File: config.mk
export PLATFORM = sky130hd
export DESIGN_NAME = grid_io_tile_cfgbuf_flat
export DESIGN_NICKNAME = d
export VERILOG_FILES = /design/src/rtl/grid_io_tile_cfgbuf_if.sv /design/src/rtl/grid_io_tile_cfgbuf.sv /design/src/flat_wrapper.sv
export SDC_FILE = /design/constraint.sdc
export NUM_CORES = 1
export LEC_CHECK = 0
export CORE_UTILIZATION = 49
export CTS_CLUSTER_SIZE = 14
export DETAILED_ROUTE_END_ITERATION = 10
export GPL_TIMING_DRIVEN = 1
export PLACE_DENSITY = 0.88
export SLEW_MARGIN = 20
export SYNTH_ARGS = -nofsm -noshare
export SYNTH_HDL_FRONTEND = slang
export SYNTH_SLANG_ARGS = --single-unit
File: constraint.sdc
create_clock -name prog_clk -period 3.45 [get_ports prog_clk]
set_clock_uncertainty 0.2 [all_clocks]
set_input_delay 0.69 -clock prog_clk [delete_from_list [all_inputs] [get_ports prog_clk]]
set_output_delay 0.69 -clock prog_clk [all_outputs]
set_load 0.01 [all_outputs]
File: src/rtl/grid_io_tile_cfgbuf_if.sv
// grid_io_tile_cfgbuf_if: pad, fabric and scan-chain signals of the IO grid tile
interface grid_io_tile_cfgbuf_if #(
    parameter int NUM_IO = 4
);
    logic              IO_ISOL_N;
    logic [0:NUM_IO-1] gfpga_pad_EMBEDDED_IO_HD_SOC_IN;
    logic [0:NUM_IO-1] gfpga_pad_EMBEDDED_IO_HD_SOC_OUT;
    logic [0:NUM_IO-1] gfpga_pad_EMBEDDED_IO_HD_SOC_DIR;
    logic [0:NUM_IO-1] io_outpad;
    logic [0:NUM_IO-1] io_inpad;
    logic              ccff_head;
    logic              ccff_en;
    logic              cfg_load;
    logic              ccff_tail;
    logic              cfg_ready;
    logic              cfg_overrun;
    logic              cfg_load_err;
    modport master (
        output IO_ISOL_N, gfpga_pad_EMBEDDED_IO_HD_SOC_IN, io_outpad, ccff_head, ccff_en, cfg_load,
        input  gfpga_pad_EMBEDDED_IO_HD_SOC_OUT, gfpga_pad_EMBEDDED_IO_HD_SOC_DIR, io_inpad,
               ccff_tail, cfg_ready, cfg_overrun, cfg_load_err
    );
    modport slave (
        input  IO_ISOL_N, gfpga_pad_EMBEDDED_IO_HD_SOC_IN, io_outpad, ccff_head, ccff_en, cfg_load,
        output gfpga_pad_EMBEDDED_IO_HD_SOC_OUT, gfpga_pad_EMBEDDED_IO_HD_SOC_DIR, io_inpad,
               ccff_tail, cfg_ready, cfg_overrun, cfg_load_err
    );
endinterface

File: src/rtl/grid_io_tile_cfgbuf.sv
// grid_io_tile_cfgbuf: NUM_IO-channel embedded IO tile with double-buffered scan configuration
module grid_io_tile_cfgbuf #(
    parameter int NUM_IO = 4,
    parameter int CFG_W  = 2
) (
    input logic                  prog_clk,
    input logic                  pReset,
    grid_io_tile_cfgbuf_if.slave bus
);
    localparam int TOTAL = NUM_IO * CFG_W;
    localparam int CW = $clog2(TOTAL + 1);
    localparam logic [CW-1:0] FULL = CW'(TOTAL);
    logic [TOTAL-1:0]  sr;
    logic [TOTAL-1:0]  active;
    logic [CW-1:0]     cnt;
    logic              overrun;
    logic              load_err;
    logic              ready;
    logic              commit;
    logic [0:NUM_IO-1] dir;
    logic [0:NUM_IO-1] out;
    logic [0:NUM_IO-1] inpad;
    assign ready = (cnt == FULL) && !overrun;
    assign commit = bus.cfg_load && ready;
    assign bus.ccff_tail = sr[TOTAL-1];
    assign bus.cfg_ready = ready;
    assign bus.cfg_overrun = overrun;
    assign bus.cfg_load_err = load_err;
    assign bus.gfpga_pad_EMBEDDED_IO_HD_SOC_DIR = dir;
    assign bus.gfpga_pad_EMBEDDED_IO_HD_SOC_OUT = out;
    assign bus.io_inpad = inpad;
    // shadow chain shift, commit to active bits, chain-length counter and sticky error flags
    always_ff @(posedge prog_clk) begin
        if (pReset) begin
            sr       <= '0;
            active   <= '0;
            cnt      <= '0;
            overrun  <= 1'b0;
            load_err <= 1'b0;
        end else begin
            if (bus.ccff_en) sr <= {sr[TOTAL-2:0], bus.ccff_head};
            if (commit) begin
                active <= sr;
                cnt    <= bus.ccff_en ? CW'(1) : '0;
            end else if (bus.ccff_en && cnt != FULL) begin
                cnt <= cnt + CW'(1);
            end
            if (bus.ccff_en && !commit && cnt == FULL) overrun <= 1'b1;
            if (bus.cfg_load && !ready) load_err <= 1'b1;
        end
    end
    // per-channel pad gating: OE selects drive direction, INV flips the inbound data
    always_comb begin
        dir   = '0;
        out   = '0;
        inpad = '0;
        for (int i = 0; i < NUM_IO; i++) begin
            dir[i]   = bus.IO_ISOL_N & active[i*CFG_W];
            out[i]   = bus.IO_ISOL_N & active[i*CFG_W] & bus.io_outpad[i];
            inpad[i] = (bus.IO_ISOL_N & ~active[i*CFG_W] & bus.gfpga_pad_EMBEDDED_IO_HD_SOC_IN[i]) ^ active[i*CFG_W+1];
        end
    end
endmodule
File: src/flat_wrapper.sv
// flat-port wrapper written by rule: the top's interface ports become plain ports
module grid_io_tile_cfgbuf_flat 
#(
    parameter int NUM_IO = 4,
    parameter int CFG_W  = 2
)
  (prog_clk, pReset, bus_IO_ISOL_N, bus_gfpga_pad_EMBEDDED_IO_HD_SOC_IN, bus_io_outpad, bus_ccff_head, bus_ccff_en, bus_cfg_load, bus_gfpga_pad_EMBEDDED_IO_HD_SOC_OUT, bus_gfpga_pad_EMBEDDED_IO_HD_SOC_DIR, bus_io_inpad, bus_ccff_tail, bus_cfg_ready, bus_cfg_overrun, bus_cfg_load_err);
  grid_io_tile_cfgbuf_if #(.NUM_IO(NUM_IO)) bus_i ();
  input logic prog_clk;
  input logic pReset;
  input wire logic [$bits(bus_i.IO_ISOL_N)-1:0] bus_IO_ISOL_N;
  input wire logic [$bits(bus_i.gfpga_pad_EMBEDDED_IO_HD_SOC_IN)-1:0] bus_gfpga_pad_EMBEDDED_IO_HD_SOC_IN;
  input wire logic [$bits(bus_i.io_outpad)-1:0] bus_io_outpad;
  input wire logic [$bits(bus_i.ccff_head)-1:0] bus_ccff_head;
  input wire logic [$bits(bus_i.ccff_en)-1:0] bus_ccff_en;
  input wire logic [$bits(bus_i.cfg_load)-1:0] bus_cfg_load;
  output wire logic [$bits(bus_i.gfpga_pad_EMBEDDED_IO_HD_SOC_OUT)-1:0] bus_gfpga_pad_EMBEDDED_IO_HD_SOC_OUT;
  output wire logic [$bits(bus_i.gfpga_pad_EMBEDDED_IO_HD_SOC_DIR)-1:0] bus_gfpga_pad_EMBEDDED_IO_HD_SOC_DIR;
  output wire logic [$bits(bus_i.io_inpad)-1:0] bus_io_inpad;
  output wire logic [$bits(bus_i.ccff_tail)-1:0] bus_ccff_tail;
  output wire logic [$bits(bus_i.cfg_ready)-1:0] bus_cfg_ready;
  output wire logic [$bits(bus_i.cfg_overrun)-1:0] bus_cfg_overrun;
  output wire logic [$bits(bus_i.cfg_load_err)-1:0] bus_cfg_load_err;
  assign bus_i.IO_ISOL_N = bus_IO_ISOL_N;
  assign bus_i.gfpga_pad_EMBEDDED_IO_HD_SOC_IN = bus_gfpga_pad_EMBEDDED_IO_HD_SOC_IN;
  assign bus_i.io_outpad = bus_io_outpad;
  assign bus_i.ccff_head = bus_ccff_head;
  assign bus_i.ccff_en = bus_ccff_en;
  assign bus_i.cfg_load = bus_cfg_load;
  assign bus_gfpga_pad_EMBEDDED_IO_HD_SOC_OUT = bus_i.gfpga_pad_EMBEDDED_IO_HD_SOC_OUT;
  assign bus_gfpga_pad_EMBEDDED_IO_HD_SOC_DIR = bus_i.gfpga_pad_EMBEDDED_IO_HD_SOC_DIR;
  assign bus_io_inpad = bus_i.io_inpad;
  assign bus_ccff_tail = bus_i.ccff_tail;
  assign bus_cfg_ready = bus_i.cfg_ready;
  assign bus_cfg_overrun = bus_i.cfg_overrun;
  assign bus_cfg_load_err = bus_i.cfg_load_err;
  grid_io_tile_cfgbuf #(.NUM_IO(NUM_IO), .CFG_W(CFG_W)) u_core (.prog_clk(prog_clk), .pReset(pReset), .bus(bus_i));
endmodule
# Yosys cells after proc, flatten, opt, wreduce, memory -nomap -nowiden
# Cells that the tools add are included.
# totals
reg_bits	22
in_bits	14
output_inout_bits	16
elab_cells	45
# op_classes
n_addsub	1
n_eq_ne	2
n_mux	3
bitwise_logic	24
reduce_logical	10
# ops
cell	count
$and 1x1->1	16
$mux 4	2
$logic_and 1x1->1	6
$add 4x1->4 const B	1
$eq 4x4->1 const B	1
$ne 4x4->1 const B	1
$not 1->1	4
$xor 1x1->1	4
$logic_not 1->1	3
$reduce_bool 2->1	1
$mux 1	1

# Depth between registers and ports, before layout
# logic_depth
word_depth	6
ltp_mapped	6
mapped_depth_nobuf	5

# Least setup slack after synthesis
# OpenSTA, ideal clock, no wires.
# synth_timing
path_kind	input to output
from	in bus_IO_ISOL_N
to	out bus_io_inpad[2]
t_arrival_ns	1.291
required_ns	2.560
setup_slack_ns	1.269
cell_stages	4
path_buffers	1
cell_sequence	clkbuf_1 > nand2_1 > nor2_1 > xor2_1
# synth_between
elab_chain_cells	3
# synth_rtl
element	line_no	text
start: declaration	flat_wrapper.sv:11	input wire logic [$bits(bus_i.IO_ISOL_N)-1:0] bus_IO_ISOL_N;
$and 1x1->1 (2 in a row)	grid_io_tile_cfgbuf.sv:60	inpad[i] = (bus.IO_ISOL_N & ~active[i*CFG_W] & bus.gfpga_pad_EMBEDDED_IO_HD_SOC_IN[i]) ^ active[i*CFG_W+1];
$xor 1x1->1	grid_io_tile_cfgbuf.sv:60	
end: declaration	flat_wrapper.sv:19	output wire logic [$bits(bus_i.io_inpad)-1:0] bus_io_inpad;
# No other way between the ends.

# Final worst setup path
# layout_timing
from	in bus_IO_ISOL_N
to	out bus_io_inpad[1]
# Same word-level chain as after synthesis.

==> results.yml <==
run_status:
  status: "complete, no violations"
synthesis:
  ys_seq_area_share_pct: 42.0
  yosys_warnings: 0
  syn_area_sq_um: 1050
  yosysTopAreaCellShare_pct: 42.0
  synth_fp_nets: 138
  syn_avg_cell_area_sq_um: 8.59
  syn_inst: 122
  yosys.area.top_type: "dfxtp_1"
  synth-seq-cells: 22
  synth_cell_types: 29
  ys_top_cells_by_area: "dfxtp_1 (42%), mux2i_1 (7.6%), nor2_1 (5.0%), o21ai_0 (4.8%), a21oi_1 (4.3%)"
floorplan:
  rows: 16
  core_sq_um: 1980
  io_pins: 30
  initial_utilization_pct: 52.9
  fp.dieW_um: 48.3
  floorplan.die.height_um: 48.3
  die-area_sq_um: 2330
placement:
  dp_hpwl_mm: 1.59
  dpl_cell_area_sq_um: 1350
  place.port_buffers: 29
  gp_congestion: 0.708
  place_ws_ps: 305
setup_path:
  r2r-end: "u_core.cnt[2]$_SDFFE_PP0P_"
  r2r_setup_slack_ps: 1570
  path_depth: 5
  cp.arrival_ps: 2240
  critical-path-max-stage-delay_ps: 630
  slowest_stage: "clkdlybuf4s50_1"
  path_class: "in2out"
  rr_worst_depth: 5
  crit_top_cell: "clkdlybuf4s50_1"
  r2r_start: "u_core.cnt[0]$_SDFFE_PP0P_"
  path_delay_family: "buffers and inverters"
  start_kind: "input port"
  crit_chain: "clkdlybuf4s50_1, nand2_1, nor2_1, xor2_1, clkdlybuf4s50_1"
  cp_max_fo: 12
  critical_path_buf_inv_count: 2
  end_kind: "output port"
  critPathRequiredTime_ps: 2560
cts:
  clkLatencyLatePin_ps: 300
  cts_inserted_buffers: 3
  cts_root_buf: "clkbuf_4"
  htree_num_levels: 1
  cts_hold_buf: 0
  cts_tree: "yes"
  cts_setup_buffers: 0
  clock_sinks: 22
  path_clk_slew_ps: 110
  cts_max_path_buffers: 2
  post_cts_resized: 0
timing:
  finalSetupViolCount: 0
  timing.final.crit_share_pct: 90.7
  min_period_ps: 3130
  drv_slew: 0
  slew_headroom_pct: 54.1
  worst_pin_slew_ps: 687
  tns_ps: 0
  rsz0062_at_grt: "no"
  finalHoldViolations: 0
  max_freq_mhz: 320
  fin_ws_ps: 321
route:
  drc: 0
  via_per_inst: 5.31
  drt-total-wl_mm: 2.12
  wl_per_cell_um: 12.0
  postRouteAntennaNets: 0
  drtIter0Drc: 27
  vias: 934
  first_pass_iters: 4
layout:
  nNetsFinal: 166
  antennaDiodeCount: 0
  layout-drive-gt1-share_pct: 6.04
  area_delta_synth_final_pct: 31.9
  final_area_sq_um: 1380
global_route:
  grt_start_max_net_pins: 25
  grt_pass1_vias: 772
  grt_usage_pct: 20.1
  use_met1_pct: 24.9
  grt_antenna_before_repair: 0
  grt_first_pass_wirelength_mm: 3.25
  busiest_layer: "met2"
  gr-total-overflow: 0
  met2_usage_pct: 34.1
  met3_usage_pct: 3.70
worst_hold_path:
  hp-class: "reg2reg"
  hold_depth: 2
  min_from: "u_core.bus.cfg_load_err$_SDFFE_PP0P_"
  min_to: "u_core.bus.cfg_load_err$_SDFFE_PP0P_"
power:
  irDropWorstVdd_v: 0.000237
  power.leakage_uw: 0.000576
  power.density_nw_per_um2: 329
flow_run:
  drv_cap: 0
-- flip-flops by register name (all words and copies together), names as in the netlist --
register	count
u_core.active	8
u_core.bus.cfg_load_err	1
u_core.bus.cfg_overrun	1
u_core.cnt	4
u_core.sr	8
-- metal layers --
layer,vias to the layer above,wire [um]
met4,0,21
met5,-,0
met1,428,921
met2,33,1080
met3,2,98
li1,471,-
-- layout make-up --
cell class,count,area (sq um)
Clock buffer,4,36.3
Fill cell,149,599
Inverter,4,15.0
Multi-Input combinational cell,88,552
Sequential cell,22,440
Tap cell,27,33.8
Timing Repair Buffer,31,305
-- power breakdown --
group | leakage [uW] | switching, uW | total [uW] | internal (uW)
Clock | 0.0000210 | 71.2 | 136 | 64.4
Combinational | 0.000377 | 26.1 | 56.7 | 30.6
Sequential | 0.000178 | 3.80 | 262 | 258
Total | 0.000576 | 101 | 454 | 353
-- how the worst max path moves through the flow --
stage | slack [ps] | from | endpoint
6_report | 320 | bus_IO_ISOL_N | bus_io_inpad[1]
5_1_grt | 190 | bus_IO_ISOL_N | bus_io_inpad[0]
3_3_place_gp | 350 | bus_IO_ISOL_N | bus_io_inpad[0]
2_1_floorplan | 1270 | bus_IO_ISOL_N | bus_io_inpad[2]
4_1_cts | 300 | bus_IO_ISOL_N | bus_io_inpad[1]
3_5_place_dp | 300 | bus_IO_ISOL_N | bus_io_inpad[1]
-- Yosys cell counts --
cell       instances
a2111oi_2          1
a211o_1            1
a211oi_1           1
a21oi_1            9
a21oi_2            1
a31oi_1            1
and2_1             4
and3_1             5
and3b_1            1
buf_2              3
buf_4              2
clkbuf_1           3
dfxtp_1           22
ha_1               2
inv_1              4
mux2i_1            8
nand2_1            7
nand2b_1           2
nand3_1            9
nand3b_4           1
nand4_1            1
nand4b_1           1
nor2_1            14
nor2b_1            1
nor3_1             1
o21ai_0           10
or3_1              1
or4_1              1
xor2_1             5
-- worst register-to-register path: stages (launching register included) --
cell and delay (ps):
dfxtp_1 400, inv_1 100, ha_1 250, and3b_1 350, or3_1 420, a21oi_2 110
-- kinds of logic after synthesis --
logic type      after synthesis  synth area share [%]
xor+xnor                      5                  4.18
fa+ha+maj                     2                  2.39
buf+inv                      12                  5.37
compound gates               24                  13.5
simple gates                 49                  24.9
mux                           8                  7.64
flops                        22                  42.0
-- through the flow --
stage	utilization, %	hold slack [ps]	std cells	power (uW)
2_1_floorplan	-	256	122	297
3_3_place_gp	67.9	236	172	322
3_5_place_dp	67.9	256	172	324
4_1_cts	69.8	274	176	459
5_1_grt	69.8	296	176	477
6_report	69.8	265	176	454
-- cell usage in the layout (no fill, tap or decap) --
| master | count |
|---|---|
| a2111oi_2 | 1 |
| a211o_1 | 1 |
| a211oi_1 | 1 |
| a21oi_1 | 9 |
| a21oi_2 | 1 |
| a31oi_1 | 1 |
| and2_1 | 4 |
| and3_1 | 5 |
| and3b_1 | 1 |
| buf_4 | 2 |
| clkbuf_4 | 3 |
| clkbuf_8 | 1 |
| clkdlybuf4s50_1 | 29 |
| dfxtp_1 | 22 |
| ha_1 | 2 |
| inv_1 | 4 |
| mux2i_1 | 8 |
| nand2_1 | 7 |
| nand2b_1 | 2 |
| nand3_1 | 9 |
| nand3b_4 | 1 |
| nand4_1 | 1 |
| nand4b_1 | 1 |
| nor2_1 | 14 |
| nor2b_1 | 1 |
| nor3_1 | 1 |
| o21ai_0 | 10 |
| or3_1 | 1 |
| or4_1 | 1 |
| xor2_1 | 5 |
(Power assumes the default switching activity.)
